File: config.mk
export PLATFORM = sky130hd
export DESIGN_NAME = alu_op_sequencer
export DESIGN_NICKNAME = d
export VERILOG_FILES = /design/src/rtl/alu_op_sequencer.sv
export SDC_FILE = /design/constraint.sdc
export NUM_CORES = 1
export LEC_CHECK = 0
export ABC_AREA = 1
export CAP_MARGIN = 15
export CORE_MARGIN = 3
export CORE_UTILIZATION = 42
export DETAILED_ROUTE_END_ITERATION = 6
export GPL_TIMING_DRIVEN = 0
export HOLD_SLACK_MARGIN = 0.12
export PLACE_DENSITY = 0.85
export SETUP_SLACK_MARGIN = 0.5
export SLEW_MARGIN = 10
export SYNTH_ARGS = -nofsm -noshare
export SYNTH_HDL_FRONTEND = slang
export SYNTH_SLANG_ARGS = --single-unit
File: constraint.sdc
create_clock -name clk -period 2.4 [get_ports clk]
set_input_delay 0.24 -clock clk [delete_from_list [all_inputs] [get_ports clk]]
set_output_delay 0.24 -clock clk [all_outputs]
set_load 0.03 [all_outputs]
File: src/rtl/alu_op_sequencer.sv
// Initiator for a combinational 32-bit ALU: decodes MIPS ALUOp/funct, holds operands for
// SETTLE_CYCLES cycles, then returns the captured result over a valid/ready response channel.
module alu_op_sequencer #(
  parameter int WIDTH         = 32,
  parameter int SETTLE_CYCLES = 2
) (
  input  logic             clk,
  input  logic             reset,
  input  logic             req_valid,
  output logic             req_ready,
  input  logic [WIDTH-1:0] req_a,
  input  logic [WIDTH-1:0] req_b,
  input  logic [1:0]       req_aluop,
  input  logic [5:0]       req_funct,
  output logic [WIDTH-1:0] alu_a,
  output logic [WIDTH-1:0] alu_b,
  output logic [2:0]       alu_op,
  input  logic [WIDTH-1:0] alu_out,
  input  logic             alu_overflow,
  input  logic             alu_zero,
  output logic             rsp_valid,
  input  logic             rsp_ready,
  output logic [WIDTH-1:0] rsp_result,
  output logic             rsp_overflow,
  output logic             rsp_zero,
  output logic             rsp_illegal
);

  localparam logic [2:0] OP_AND = 3'b000;
  localparam logic [2:0] OP_OR  = 3'b001;
  localparam logic [2:0] OP_ADD = 3'b010;
  localparam logic [2:0] OP_SUB = 3'b110;
  localparam logic [2:0] OP_SLT = 3'b111;
  localparam logic [3:0] CNT_INIT = 4'(SETTLE_CYCLES - 1);

  typedef enum logic [1:0] {IDLE, SETTLE, RESP} state_t;

  state_t     state, state_nxt;
  logic [3:0] cnt;
  logic [2:0] dec_op;
  logic       dec_illegal;
  logic       accept;

  always_comb begin
    dec_op      = OP_ADD;
    dec_illegal = 1'b0;
    case (req_aluop)
      2'b00: dec_op = OP_ADD;
      2'b01: dec_op = OP_SUB;
      2'b10: begin
        case (req_funct)
          6'b100100: dec_op = OP_AND;
          6'b100101: dec_op = OP_OR;
          6'b100000: dec_op = OP_ADD;
          6'b100010: dec_op = OP_SUB;
          6'b101010: dec_op = OP_SLT;
          default:   dec_illegal = 1'b1;
        endcase
      end
      default: dec_illegal = 1'b1;
    endcase
  end

  assign accept = req_valid && req_ready;

  always_ff @(posedge clk) begin
    if (reset) state <= IDLE;
    else       state <= state_nxt;
  end

  always_comb begin
    state_nxt = state;
    case (state)
      IDLE:    if (req_valid) state_nxt = dec_illegal ? RESP : SETTLE;
      SETTLE:  if (cnt == 4'd0) state_nxt = RESP;
      RESP:    if (rsp_ready) state_nxt = IDLE;
      default: state_nxt = IDLE;
    endcase
  end

  always_comb begin
    req_ready = (state == IDLE);
    rsp_valid = (state == RESP);
  end

  // Illegal requests bypass the ALU entirely, so its inputs keep their last legal values.
  always_ff @(posedge clk) begin
    if (reset) begin
      alu_a        <= '0;
      alu_b        <= '0;
      alu_op       <= OP_AND;
      cnt          <= '0;
      rsp_result   <= '0;
      rsp_overflow <= 1'b0;
      rsp_zero     <= 1'b0;
      rsp_illegal  <= 1'b0;
    end else begin
      if (accept) begin
        if (dec_illegal) begin
          rsp_result   <= '0;
          rsp_overflow <= 1'b0;
          rsp_zero     <= 1'b0;
          rsp_illegal  <= 1'b1;
        end else begin
          alu_a  <= req_a;
          alu_b  <= req_b;
          alu_op <= dec_op;
          cnt    <= CNT_INIT;
        end
      end else if (state == SETTLE) begin
        if (cnt != 4'd0) begin
          cnt <= cnt - 4'd1;
        end else begin
          rsp_result   <= alu_out;
          rsp_overflow <= alu_overflow && (alu_op == OP_ADD || alu_op == OP_SUB);
          rsp_zero     <= alu_zero;
          rsp_illegal  <= 1'b0;
        end
      end
    end
  end

endmodule

==> out/qor.csv <==
metric;value;unit
synth-main-ff-cell;dfxtp_1;
post_cts_resize_count;0;
syn_area;4030;sq um
total_power;0.00388;W
grt_pass1_vias;4254;
vias_per_cell;4.74;
hpwl;9260;microns
die_y;104;microns
critical_path_arrival;1.56;ns
gp_congestion;0.788;
stdcell_count;880;
ctsHoldBuffers;0;
synth_top_cell_area_share;53.7;%
num_io_pins;214;
endpoint_kind;primary output;
grt_max_degree;20;
num_vias;4175;
dieWidth;104;microns
drt-wirelength-per-cell;13.3;microns
synth_most_common_cell;nand2_1;
fin_ws;0.598;ns
p_per_area;596;nW/um^2
avgSynthCellArea;7.72;sq um
async_flop_share;0;%
tightest_slew;0.511;ns
ctsRootBufferMaster;clkbuf_8;
cts_made_buffers;9;
critPathRequiredTime;2.16;ns
grt_busiest_layer;met2;
vdd.ir_drop.worst;0.000371;V
ys_warn_count;0;
drcViolationCount;0;
cts_buffer_depth;2;
synthCells;522;
cts-htree-levels;3;
crit_fanout;3;
slew_headroom;65.9;%
dieArea;10800;sq um
synth_common_cells;nand2_1, dfxtp_1, nand3_1;
synth.largest_area_cell;dfxtp_1;
cp_slowest_cell;clkdlybuf4s50_1;
clock.fmax;0.555;GHz
critPathKind;flip-flop to primary output;
place_inst;864;
clk_pin_slew;0.12;ns
worstPathCellList;inv_1 > nor2_1 > clkdlybuf4s50_1;
worstSetupStartpointType;flip-flop;
worstSkewPairLatency;0.37;ns
met1_usage;23.2;%
yosys_register_bits;108;
fin_setup_tns;0;ns
post-route-period-util;75.1;%
status;complete, no violations;
synth_cell_type_count;25;
syn_nets;636;
post-place-ws;0.246;ns
hold_violations;0;
drv_cap;0;
rows;35;
num_antenna_cells;0;
synth_area_leaders;dfxtp_1, nand2_1, nand3_1;
synth_seq_area_share;53.7;%
grt_pass1_wl;19400;microns
fin_crit;1.80;ns
hold_class;input pin to flip-flop;
met2_usage;38.6;%
grt_overflow;0;
drtAntennaViolNets;0;
drive_gt1_share;6.52;%
port_buffers;213;
drv_slew;0;
cts_tree;done;
drtIter0Drc;157;
clock_skew;0.0197;ns
drtPass1Iterations;4;
synth-edff-count;0;
cts_sinks;108;
worst_path_largest_cell_delay;0.69;ns
wirelength;11700;microns
syn2layout_area_growth;61.8;%
grt_use_total;21.5;%
postCtsSetupBuffers;0;
p_leak;2.73;nW
setup_violations;0;
grt_setup_unrepaired;true;
coreArea;9280;sq um
use_met3;9.00;%
antenna_found_initial;0;
initial_utilization;43.4;%
nNetsFinal;860;
## cells by family after synthesis
| kind of cell | count (synthesis) | synth area share (%) |
|---|---|---|
| flip-flops | 108 | 53.7 |
| AND/OR/NAND/NOR | 310 | 32.5 |
| buffers and inverters | 51 | 6.15 |
| XOR/XNOR | 1 | 0.217 |
| adder cells (fa/ha/maj) | 4 | 1.24 |
| AO/OA/AOI/OAI | 48 | 6.18 |
## final timing paths
check	start	end	slack, ns	cells past startpoint
setup reg to reg	cnt[0]	rsp_result[30]	0.79	7
setup / recovery	state[1]	rsp_valid	0.60	3
hold reg to reg	rsp_illegal	rsp_illegal	0.46	2
hold / removal	req_b[16]	alu_b[16]	0.40	3
## power breakdown
part	leakage (nW)	total [W]	switching, W	internal (W)
combinational	1.75	0.000901	0.000480	0.000421
sequential	0.878	0.00194	0.0000532	0.00189
clock	0.0967	0.00104	0.000642	0.000395
total	2.73	0.00388	0.00118	0.00271
## worst max-delay path, delay by kind of cell (launching register included)
kind	cells	cell delay (ns)
AND/OR/NAND/NOR	1	0.08
flip-flops	1	0.36
buffers and inverters	2	0.76
## flip-flops by register name (all words and copies together) (netlist names)
| name | cells |
|---|---|
| rsp_overflow | 1 |
| alu_a | 32 |
| alu_b | 32 |
| rsp_illegal | 1 |
| state | 2 |
| rsp_zero | 1 |
| alu_op | 3 |
| cnt | 4 |
| rsp_result | 32 |
## stage by stage
step	utilization [%]	hold slack, ns	instance area, sq um
final	70.2	0.398	6520
after global routing	70.2	0.395	6520
after CTS	70.1	0.394	6510
after detailed placement	68.1	0.443	6320
after global placement	68.1	0.436	6320
after floorplan	-	0.343	4030
## placed cells by master, fill, tap and decap left out, types with 7 or more instances in the layout
| cell type | instances |
|---|---|
| buf_2 | 9 |
| buf_1 | 7 |
| dfxtp_1 | 108 |
| inv_1 | 17 |
| clkbuf_8 | 9 |
| nand3_1 | 75 |
| nor2_1 | 9 |
| clkdlybuf4s50_1 | 213 |
| a21oi_1 | 42 |
| nand2_1 | 213 |
## cell type report
cell class	count	area, sq um
tap	129	161
timing repair buffer	213	2130
clock buffer	9	124
clock inverter	7	61.3
fill	767	2770
inverter	19	71.3
multi-input combinational	363	1620
buffer	32	181
sequential	108	2160
## metal layers
layer | up-vias | share of wire [%] | routed length (microns)
li1 | 2110 | - | -
met1 | 1892 | 38 | 4490
met2 | 157 | 50 | 5810
met3 | 16 | 10 | 1180
met4 | 0 | 2.0 | 238
met5 | - | 0 | 0
No activity file was read; power rests on OpenSTA's default activity.
